File: src/rtl/buffer_pingpong_ctrl.sv
// Ping-pong tile buffer controller: steers a producer stream into two banks
// tile by tile and presents the completed bank to a consumer for random
// access reads until the consumer releases it.
module buffer_pingpong_ctrl #(
    parameter int DATA_WIDTH   = 64,
    parameter int BUFFER_DEPTH = 64,
    parameter int ADDR_WIDTH   = 6,
    parameter int TILE_LEN     = 64
) (
    input  logic                  clk,
    input  logic                  rst,
    input  logic                  in_valid,
    output logic                  in_ready,
    input  logic [DATA_WIDTH-1:0] in_data,
    output logic [1:0]            bank_wr_en,
    output logic [ADDR_WIDTH-1:0] bank_wr_addr,
    output logic [DATA_WIDTH-1:0] bank_wr_data,
    output logic [1:0]            bank_rd_en,
    output logic [ADDR_WIDTH-1:0] bank_rd_addr,
    input  logic [DATA_WIDTH-1:0] bank0_data_out,
    input  logic [DATA_WIDTH-1:0] bank1_data_out,
    output logic                  cons_tile_avail,
    input  logic                  cons_rd_en,
    input  logic [ADDR_WIDTH-1:0] cons_rd_addr,
    output logic [DATA_WIDTH-1:0] cons_data_out,
    input  logic                  cons_done,
    output logic                  done_err,
    output logic [15:0]           tile_cnt
);

    // A tile can never be longer than a bank; clamp so an out-of-range
    // TILE_LEN cannot overrun the bank address space.
    localparam int TILE_EFF = (TILE_LEN > BUFFER_DEPTH) ? BUFFER_DEPTH :
                              ((TILE_LEN < 1) ? 1 : TILE_LEN);
    localparam logic [ADDR_WIDTH-1:0] TILE_LAST  = ADDR_WIDTH'(TILE_EFF - 1);
    localparam logic [ADDR_WIDTH:0]   TILE_LIMIT = (ADDR_WIDTH + 1)'(TILE_EFF);

    typedef enum logic [1:0] {
        BANK_EMPTY   = 2'd0,
        BANK_FILLING = 2'd1,
        BANK_FULL    = 2'd2
    } bank_state_e;

    bank_state_e           state_q [2];
    bank_state_e           state_d [2];
    logic                  wr_bank_q, wr_bank_d;
    logic                  rd_bank_q, rd_bank_d;
    logic [ADDR_WIDTH-1:0] wr_cnt_q, wr_cnt_d;
    logic [15:0]           tile_cnt_q, tile_cnt_d;
    logic                  done_err_q, done_err_d;

    logic accept;
    logic avail;
    logic release_tile;
    logic rd_ok;

    // Handshake and bank port steering; everything is gated by reset so the
    // banks see no traffic while the controller is held in reset.
    always_comb begin
        avail        = rst && (state_q[rd_bank_q] == BANK_FULL);
        in_ready     = rst && (state_q[wr_bank_q] != BANK_FULL);
        accept       = in_valid && in_ready;
        release_tile = cons_done && avail;
        rd_ok        = cons_rd_en && avail && ({1'b0, cons_rd_addr} < TILE_LIMIT);

        cons_tile_avail = avail;
        bank_wr_en      = accept ? (wr_bank_q ? 2'b10 : 2'b01) : 2'b00;
        bank_wr_addr    = wr_cnt_q;
        bank_wr_data    = in_data;
        bank_rd_en      = rd_ok ? (rd_bank_q ? 2'b10 : 2'b01) : 2'b00;
        bank_rd_addr    = cons_rd_addr;
        cons_data_out   = rd_ok ? (rd_bank_q ? bank1_data_out : bank0_data_out)
                                : '0;
        done_err        = done_err_q;
        tile_cnt        = tile_cnt_q;
    end

    // Next state: tile completion on wr_bank and release of rd_bank are
    // independent; wr_bank is never FULL when accepting, so they never collide.
    always_comb begin
        state_d    = state_q;
        wr_bank_d  = wr_bank_q;
        rd_bank_d  = rd_bank_q;
        wr_cnt_d   = wr_cnt_q;
        tile_cnt_d = tile_cnt_q;
        done_err_d = cons_done && !avail;

        if (accept) begin
            if (wr_cnt_q == TILE_LAST) begin
                state_d[wr_bank_q] = BANK_FULL;
                wr_cnt_d           = '0;
                wr_bank_d          = ~wr_bank_q;
            end else begin
                state_d[wr_bank_q] = BANK_FILLING;
                wr_cnt_d           = wr_cnt_q + ADDR_WIDTH'(1);
            end
        end

        if (release_tile) begin
            state_d[rd_bank_q] = BANK_EMPTY;
            rd_bank_d          = ~rd_bank_q;
            tile_cnt_d         = tile_cnt_q + 16'd1;
        end
    end

    // Control registers; reset drops any partial tile but leaves bank data alone.
    always_ff @(posedge clk) begin
        if (!rst) begin
            state_q[0] <= BANK_EMPTY;
            state_q[1] <= BANK_EMPTY;
            wr_bank_q  <= 1'b0;
            rd_bank_q  <= 1'b0;
            wr_cnt_q   <= '0;
            tile_cnt_q <= 16'd0;
            done_err_q <= 1'b0;
        end else begin
            state_q    <= state_d;
            wr_bank_q  <= wr_bank_d;
            rd_bank_q  <= rd_bank_d;
            wr_cnt_q   <= wr_cnt_d;
            tile_cnt_q <= tile_cnt_d;
            done_err_q <= done_err_d;
        end
    end

endmodule

File: config.mk
export PLATFORM = sky130hd
export DESIGN_NAME = buffer_pingpong_ctrl
export DESIGN_NICKNAME = d
export VERILOG_FILES = /design/src/rtl/buffer_pingpong_ctrl.sv
export SDC_FILE = /design/constraint.sdc
export NUM_CORES = 1
export LEC_CHECK = 0
export ABC_AREA = 1
export CORE_AREA = 4 4 139 141
export CTS_BUF_LIST = sky130_fd_sc_hd__clkbuf_16
export DETAILED_ROUTE_END_ITERATION = 6
export DIE_AREA = 0 0 143 145
export GPL_TIMING_DRIVEN = 0
export PLACE_DENSITY_LB_ADDON = 0.2
export SETUP_SLACK_MARGIN = 0.4
export SYNTH_ARGS = -nofsm -noshare
export SYNTH_HDL_FRONTEND = slang
export SYNTH_SLANG_ARGS = --single-unit
File: constraint.sdc
create_clock -name clk -period 1.9 [get_ports clk]
set_input_delay 0.38 -clock clk [delete_from_list [all_inputs] [get_ports clk]]
set_output_delay 0.38 -clock clk [all_outputs]
set_load 0.02 [all_outputs]
Word-level counts from Yosys, hierarchy flattened
Index checks and enable logic that the tools add are counted.
{ "totals": {"inputBits": 203, "regBits": 29, "wordCells": 58} }
{ "op_classes": {"order_cmp": 4, "muxes": 20, "n_bitwise": 12, "eq_ne": 3, "addsub": 2, "n_reduce_logical": 10} }
{ "op_table": {"columns": ["op", "n"], "rows": [
  ["64-bit two-way mux", 2],
  ["2-bit two-way mux", 12],
  ["16-bit by 1-bit adder with 16-bit output (second input constant)", 1],
  ["4-bit two-way mux", 3],
  ["1-bit logical AND", 8],
  ["6-bit by 1-bit adder with 6-bit output (second input constant)", 1],
  ["6-bit equality test (second input constant)", 1],
  ["6-bit two-way mux", 1],
  ["2-bit AND", 2],
  ["4-bit AND", 1],
  ["2-bit demux with 1-bit select", 2],
  ["2-bit greater-or-equal comparator (second input constant)", 2],
  ["2-bit by 1-bit less-than comparator with 1-bit output (second input constant)", 2],
  ["1-bit inverter with 2-bit output", 2],
  ["2-bit inverter", 2],
  ["4-bit inverter", 1],
  ["2-bit bitwise OR", 2],
  ["2-bit equality test (second input constant)", 1],
  ["2-bit != test (second input constant)", 1],
  ["1-bit inverter", 2],
  ["2-bit AND reduction", 1],
  ["1-bit logical NOT", 1]
]} }

Depth between registers and ports, before layout
Gate-level depths: netlist of run 1.
{ "logic_depth": {"word_depth": 11, "mapped_depth": 11, "depth_no_buf": 9} }

Worst setup path after synthesis of run 1
Ideal clock, no wire load.
{ "synth_path": {"path_kind": "reg2out", "from": "register rd_bank_q", "to": "output cons_data_out[10]", "slack_ps": 234, "required_ps": 1520, "arrival_time_ps": 1286, "path_buffers": 2, "path_stages_with_launch": 11, "cell_sequence": "dfxtp_1 inv_2 nand2_2 nand3_2 nor2_2 nand2_1 inv_2 buf_4 buf_4 nand2_1 nand2_1"} }
{ "synth_via": {"elab_chain_len": 8, "elab_cells_between_ends": 9, "classes_between": "1 x eq/ne; 5 x mux; 1 x bitwise; 2 x reduce/logical"} }
{ "synth_lines": {"columns": ["element", "line", "source"], "rows": [
  ["start, declared", "47", "logic rd_bank_q, rd_bank_d;"],
  ["start signal, assigned", "119", "rd_bank_q <= rd_bank_d;"],
  ["1-bit inverter with 2-bit output (not written as such)", "60", "avail = rst && (state_q[rd_bank_q] == BANK_FULL);"],
  ["2-bit two-way mux (not written as such) (3 in series)", "60", null],
  ["2-bit equality test", "60", null],
  ["1-bit logical AND", "60", null],
  ["1-bit logical AND", "64", "rd_ok = cons_rd_en && avail && ({1'b0, cons_rd_addr} < TILE_LIMIT);"],
  ["64-bit two-way mux (*)", "72", "cons_data_out = rd_ok ? (rd_bank_q ? bank1_data_out : bank0_data_out)"],
  ["end, declared", "25", "output logic [DATA_WIDTH-1:0] cons_data_out,"]
]} }
Mark *: on every way between the ends. The rest lies on a longest branch, timed or not. The select of a mux whose other input is x is not followed.

Worst setup path in the final report of run 1
{ "layout_path": {"from": "input cons_rd_en", "to": "output cons_data_out[32]"} }
{ "layout_via": {"elab_chain_len": 2} }
{ "layout_lines": {"columns": ["element", "line", "source"], "rows": [
  ["start, declared", "23", "input logic cons_rd_en,"],
  ["1-bit logical AND", "64", null],
  ["64-bit two-way mux", "72", null]
]} }
Every way passes these cells.

==> impl_metrics.py, run 1 <==
metrics = {
    "floorplanning": {
        "dieArea_um2": 20700,
        "row_count": 49,
        "die_x_um": 143,
        "num_io_pins": 366,
        "initial_utilization": 0.161,
        "core-area_um2": 18000,
        "die_h_um": 145,
    },
    "drt": {
        "drtIter0Drc": 141,
        "dr.pass1.iters": 4,
        "avgViaCountPerCell": 3.92,
        "ant_nets": 0,
        "vias": 4238,
        "routed_wl_um": 17400,
        "wl_per_cell_um": 16.0,
        "drcViolationCount": 0,
    },
    "timing": {
        "maxSlewViolCount": 0,
        "rsz0062_at_grt": "yes",
        "final.min_clock_period_ns": 2.14,
        "maxSlewHeadroom": 0.715,
        "fmax_mhz": 467,
        "timing.final.ws_setup_ns": -0.240,
        "setup_viol": 66,
        "hold_violations": 0,
        "fin_worst_skew_ns": 0.00447,
        "period_share": 1.13,
        "tightest_slew_ns": 0.425,
    },
    "status": {
        "outcome": "finished with violations",
        "violations": "negative setup slack",
    },
    "power_and_ir_drop": {
        "irDropWorstVdd_uv": 470,
        "power_w": 0.00249,
        "p_sw_w": 0.000661,
        "leakage_nw": 3.42,
        "p_sw_frac": 0.265,
        "p_clk_frac": 0.351,
        "p_per_area_nw_per_um2": 342,
        "p_int_w": 0.00183,
        "combPwrFrac": 0.396,
        "seqPwrFrac": 0.252,
    },
    "yosys": {
        "synth_ff_type": "dfxtp_1",
        "synth_edf_count": 0,
        "syn-mean-instance-area_um2": 5.58,
        "yosys-top-cells-area": "nand2_1 (34%), dfxtp_1 (20%), buf_4 (20%), nor2_1 (5.5%), nand3_1 (4.3%)",
        "syn_inst": 518,
        "ys_types": 23,
        "ys_ff_latch": 29,
        "synth.most_common_cell": "nand2_1",
        "synth.net_count": 723,
        "yosysTopAreaCellShare": 0.336,
        "synth_top_cell_by_area": "nand2_1",
        "syn-cell-area_um2": 2890,
        "synthArstFlopShare": 0,
        "ys_seq_area_frac": 0.201,
        "synth.top_cells.by_count": "nand2_1 (259), buf_4 (76), nor2_1 (42)",
        "ys.warnings.count": 0,
    },
    "cells_and_area": {
        "n_antenna_cell": 0,
        "area_delta_synth_final_pct": 152,
        "n_fill_cell": 1868,
        "nNetsFinal": 1057,
        "finalNonFillerCells": 1082,
        "drive_gt1_frac": 0.394,
    },
    "min_path": {
        "min_from": "state_q[2]$_SDFF_PN0_",
        "hp-class": "reg2reg",
    },
    "worst_setup_path": {
        "cp-end-kind": "primary output",
        "crit_type": "in2out",
        "cp.arrival_ns": 1.76,
        "worstPathRequired_ns": 1.52,
        "path_max_fanout": 7,
        "startpoint_type": "input port",
        "worstReg2RegStart": "rd_bank_q$_SDFFE_PN0P_",
        "crit_start": "cons_rd_en",
    },
    "clock_tree": {
        "clk_latency_ns": 0.27,
        "numClockSinks": 29,
        "cts-root-buf": "clkbuf_16",
        "path_clk_slew_ns": 0.05,
        "cts-buffers-inserted": 5,
        "cts_buffer_depth": 2,
        "cts_tree": "done",
        "h-tree-depth": 2,
    },
    "global_route": {
        "grt_pass1_wl_um": 25000,
        "antenna_found_initial": 0,
        "grt_pass1_vias": 4111,
        "grt_util_all_layers": 0.153,
        "grt_max_degree": 11,
        "gr-total-overflow": 0,
    },
    "placement": {
        "dp.cells": 1042,
        "port_buffers": 295,
        "hpwl_um": 13900,
        "routabilityCongestion": 0.773,
    },
    "flow_run": {
        "drv_cap": 0,
    },
}
[cell type report]
class                   instances  area, um^2  share of cell area
repair buffers                327        3370               0.462
multi-input cells             369        1950               0.268
plain buffers                  88         788               0.108
flip-flops and latches         29         596              0.0818
well taps                     229         287              0.0393
inverters                      32         135              0.0186
clock buffers                   5         125              0.0172
clock inverters                 3        37.5             0.00515
[worst max-delay path, cell delays in order]
cell             delay (ns)
clkdlybuf4s50_1        0.45
inv_1                  0.06
nor2_4                 0.11
nand2_2                0.07
clkinv_4               0.08
buf_16                 0.14
buf_6                  0.11
buf_16                 0.12
nand2_2                0.05
nand2_2                0.06
buf_6                  0.11
[metal layers]
| layer | track usage | vias to the layer above | wire (um) |
|---|---|---|---|
| met5 | 0 | - | 0 |
| met4 | 0.0385 | 0 | 313 |
| met3 | 0.0408 | 20 | 1630 |
| met2 | 0.269 | 184 | 8660 |
| met1 | 0.183 | 1838 | 6760 |
| li1 | - | 2196 | - |
[cell usage in the layout (no fill, tap or decap), types with 4 or more instances in the layout]
| cell type | n |
|---|---|
| buf_4 | 99 |
| a21oi_2 | 4 |
| a21oi_1 | 13 |
| clkbuf_2 | 5 |
| buf_12 | 6 |
| nand3_1 | 23 |
| clkdlybuf4s50_1 | 201 |
| nor2_1 | 37 |
| buf_6 | 68 |
| dlygate4sd2_1 | 19 |
| nand2_1 | 158 |
| nor2_2 | 4 |
| clkbuf_16 | 7 |
| dfxtp_2 | 6 |
| nand2_4 | 18 |
| nand2_2 | 84 |
| dfxtp_1 | 21 |
| nand4_1 | 8 |
| inv_1 | 25 |
| buf_8 | 9 |
[state kept, by name, summed over array words and instances (netlist names)]
register,cells
state_q,4
wr_bank_q,1
bank_wr_addr,6
done_err,1
rd_bank_q,1
tile_cnt,16
[path summary, 6_finish.rpt]
check / end / slack (ns) / cells after the start
worst min-delay path: state_q[2]$_SDFF_PN0_ / 0.47 / 2
worst min register to register: state_q[2]$_SDFF_PN0_ / 0.47 / 2
worst max register to register: tile_cnt[8]$_SDFFE_PN0P_ / 0.14 / 12
worst max-delay path: cons_data_out[32] / -0.24 / 11
[power groups by stage]
stage / clock network (W) / registers (W) / logic (W)
after floorplan: 0 / 0.000647 / 0.000362
after global placement: 0 / 0.000641 / 0.000903
after detailed placement: 0 / 0.000642 / 0.000905
after CTS: 0.000896 / 0.000629 / 0.000959
after global routing: 0.000929 / 0.000631 / 0.00104
final: 0.000876 / 0.000629 / 0.000988
[per-stage QoR]
stage / TNS (ns) / setup slack (ns) / cell area [um^2] / hold slack (ns) / utilization
2_1_floorplan: 0 / 0.307 / 3160 / 0.440 / -
3_3_place_gp: -60.93 / -1.05 / 6400 / 0.457 / 0.356
3_5_place_dp: -60.90 / -1.01 / 6400 / 0.458 / 0.356
4_1_cts: -13.09 / -0.281 / 7000 / 0.470 / 0.390
5_1_grt: -17.82 / -0.314 / 7280 / 0.507 / 0.406
6_report: -11.69 / -0.240 / 7280 / 0.474 / 0.406
[what timing repair did]
| action | in CTS | in global routing |
|---|---|---|
| buffers inserted | 17 | 8 |
| resized for setup | 493 | 58 |
| pin swaps | 17 | 14 |
| hold buffers | 0 | 0 |
| cloned | 5 | 2 |
| endpoints found under the hold margin | 0 | 0 |
| setup endpoints to repair | 122 | 99 |
[kinds of logic (layout without fill, tap and decap cells)]
kind of cell    count (synthesis)  after routing  share of synthesized area
flops                          29             29                      0.201
compound gates                 23             23                     0.0407
buf+inv                       120            455                      0.272
fa+ha+maj                       2              2                    0.00866
xor+xnor                        2              2                    0.00606
simple gates                  342            342                      0.471
Note: power is estimated with default switching activity, not from simulation.
==> run 2: changes to the inputs <==
--- a/config.mk
+++ b/config.mk
@@ -7,8 +7,11 @@
 export LEC_CHECK = 0
 export ABC_AREA = 1
-export CORE_AREA = 4 4 139 141
+export CELL_PAD_IN_SITES_DETAIL_PLACEMENT = 0
+export CELL_PAD_IN_SITES_GLOBAL_PLACEMENT = 1
+export CORE_ASPECT_RATIO = 0.8
+export CORE_MARGIN = 4
+export CORE_UTILIZATION = 15
 export CTS_BUF_LIST = sky130_fd_sc_hd__clkbuf_16
 export DETAILED_ROUTE_END_ITERATION = 6
-export DIE_AREA = 0 0 143 145
 export GPL_TIMING_DRIVEN = 0
 export PLACE_DENSITY_LB_ADDON = 0.2
==> constraint.sdc (replaced) <==
create_clock -name clk -period 1.9 [get_ports clk]
set_input_delay 0.38 -clock clk [delete_from_list [all_inputs] [get_ports clk]]
set_output_delay 0.38 -clock clk [all_outputs]
set_load 0.01 [all_outputs]
==> run 2 against run 1 <==
Compared with the run above:
- the run still ends with negative setup slack left
- flip-flop and latch count unchanged
- largest power group unchanged
- critical endpoint is now cons_data_out[22]
- critical path depth increased by 3
- final cell count up 5.2%
==> impl_metrics.py, run 2 (synthesis results as in run 1) <==
metrics = {
    "status": {
        "outcome": "finished with violations",
        "violations": "negative setup slack",
    },
    "cells_and_area": {
        "nNetsFinal": 1085,
        "n_antenna_cell": 0,
        "mostFrequentLayoutCell": "clkdlybuf4s50_1",
        "largest_register_ff_count": 16,
        "finalInstanceArea_um2": 7760,
        "area_delta_synth_final_pct": 169,
        "final_util": 0.409,
        "layout_common_cells": "clkdlybuf4s50_1 (199), nand2_1 (136), nand2_2 (116), buf_4 (103), buf_6 (82)",
        "drive_gt1_frac": 0.448,
        "n_fill_cell": 1981,
    },
    "clock_tree": {
        "cts_buffer_depth": 2,
        "h-tree-depth": 2,
        "cts-root-buf": "clkbuf_16",
        "hold_buffers": 0,
        "numClockSinks": 29,
        "cts-buffers-inserted": 5,
        "path_clk_slew_ns": 0.05,
        "cts_tree": "done",
        "clk_latency_ns": 0.28,
    },
    "floorplanning": {
        "dieArea_um2": 21600,
        "initial_utilization": 0.152,
        "num_io_pins": 366,
        "die_x_um": 163,
        "row_count": 45,
        "die_h_um": 132,
        "core-area_um2": 19000,
    },
    "timing": {
        "final.min_clock_period_ns": 2.19,
        "tightest_slew_ns": 0.381,
        "whs_ns": 0.479,
        "maxSlewViolCount": 0,
        "setup_viol": 74,
        "hold_violations": 0,
        "fin_worst_skew_ns": 0.00709,
        "rsz0062_at_grt": "yes",
        "timing.final.ws_setup_ns": -0.289,
        "period_share": 1.15,
        "fmax_mhz": 457,
        "maxSlewHeadroom": 0.745,
    },
    "min_path": {
        "hold_depth": 2,
        "hp-class": "reg2reg",
    },
    "drt": {
        "wl_per_cell_um": 16.6,
        "avgViaCountPerCell": 3.78,
        "ant_nets": 0,
        "drtIter0Drc": 177,
        "routed_wl_um": 18900,
        "vias": 4304,
        "drcViolationCount": 0,
        "dr.pass1.iters": 4,
    },
    "global_route": {
        "grt_max_degree": 11,
        "met3_usage": 0.0359,
        "grt_util_all_layers": 0.156,
        "grt_util_met2": 0.266,
        "grt.busiest_layer": "met2",
        "grt_pass1_vias": 4037,
        "antenna_found_initial": 1,
        "gr-total-overflow": 0,
        "gr-usage-met1": 0.205,
        "grt_pass1_wl_um": 26200,
    },
    "placement": {
        "dp_slack_ns": -0.906,
        "placed_area_um2": 6350,
        "routabilityCongestion": 0.781,
        "port_buffers": 295,
        "hpwl_um": 14600,
    },
    "power_and_ir_drop": {
        "p_per_area_nw_per_um2": 319,
        "leakage_nw": 3.63,
        "irDropWorstVdd_uv": 421,
    },
    "worst_setup_path": {
        "cp.arrival_ns": 1.81,
        "worst_r2r_path_depth": 16,
        "startpoint_type": "flip-flop",
        "worstPathRequired_ns": 1.52,
        "crit_type": "reg2out",
        "cp-end-kind": "primary output",
        "path_max_fanout": 9,
    },
    "flow_run": {
        "drv_cap": 0,
    },
}
[run 2: area by class of cell]
class                      count  area [um^2]  share of cell area
buffer                        88          816               0.105
clock buffer                   5          125              0.0161
clock inverter                 2         35.0             0.00451
inverter                      32          133              0.0171
multi-input combinational    369         1980               0.254
sequential                    29          606              0.0780
tap                          258          323              0.0416
timing repair buffer         355         3750               0.483
[run 2: final timing paths]
kind	end	startpoint	slack (ns)
setup / recovery	cons_data_out[22]	state_q[2]$_SDFF_PN0_	-0.29
hold / removal	state_q[0]$_SDFF_PN0_	state_q[0]$_SDFF_PN0_	0.48
setup reg to reg	tile_cnt[0]$_SDFFE_PN0P_	state_q[2]$_SDFF_PN0_	-0.28
hold reg to reg	state_q[0]$_SDFF_PN0_	state_q[0]$_SDFF_PN0_	0.48
[run 2: per-stage QoR]
stage	power, W	instances	setup TNS, ns
floorplan	0.000911	518	0
global placement	0.00145	1071	-56.31
detailed placement	0.00145	1071	-54.28
CTS	0.00245	1108	-13.94
global route	0.00257	1138	-23.37
finish	0.00248	1138	-16.30
[run 2: metal layers]
metal	wire length [um]	vias to the layer above
li1	-	2243
met1	8260	1913
met2	9300	135
met3	1220	11
met4	104	2
met5	17	-
[run 2: critical path: stages, from the launching register on]
cell,delay (ns)
dfxtp_2,0.32
inv_2,0.06
nand2_2,0.06
nand2_4,0.08
nand3_4,0.08
nor2_4,0.13
nand2_2,0.08
inv_4,0.07
buf_12,0.13
buf_12,0.11
buf_16,0.11
buf_6,0.09
nand2_2,0.04
nand2_2,0.05
buf_6,0.11
[run 2: power by group]
| part | total (W) | switching, W | internal [W] |
|---|---|---|---|
| Sequential | 0.000627 | 0.00000926 | 0.000617 |
| Clock | 0.000889 | 0.000281 | 0.000608 |
| Combinational | 0.000962 | 0.000316 | 0.000646 |
[run 2: repair_timing]
action | 4_1_cts | 5_1_grt
setup buffers | 22 | 25
setup endpoints to repair | 122 | 90
resized for setup | 492 | 78
cloned | 8 | 5
pin swaps | 10 | 31
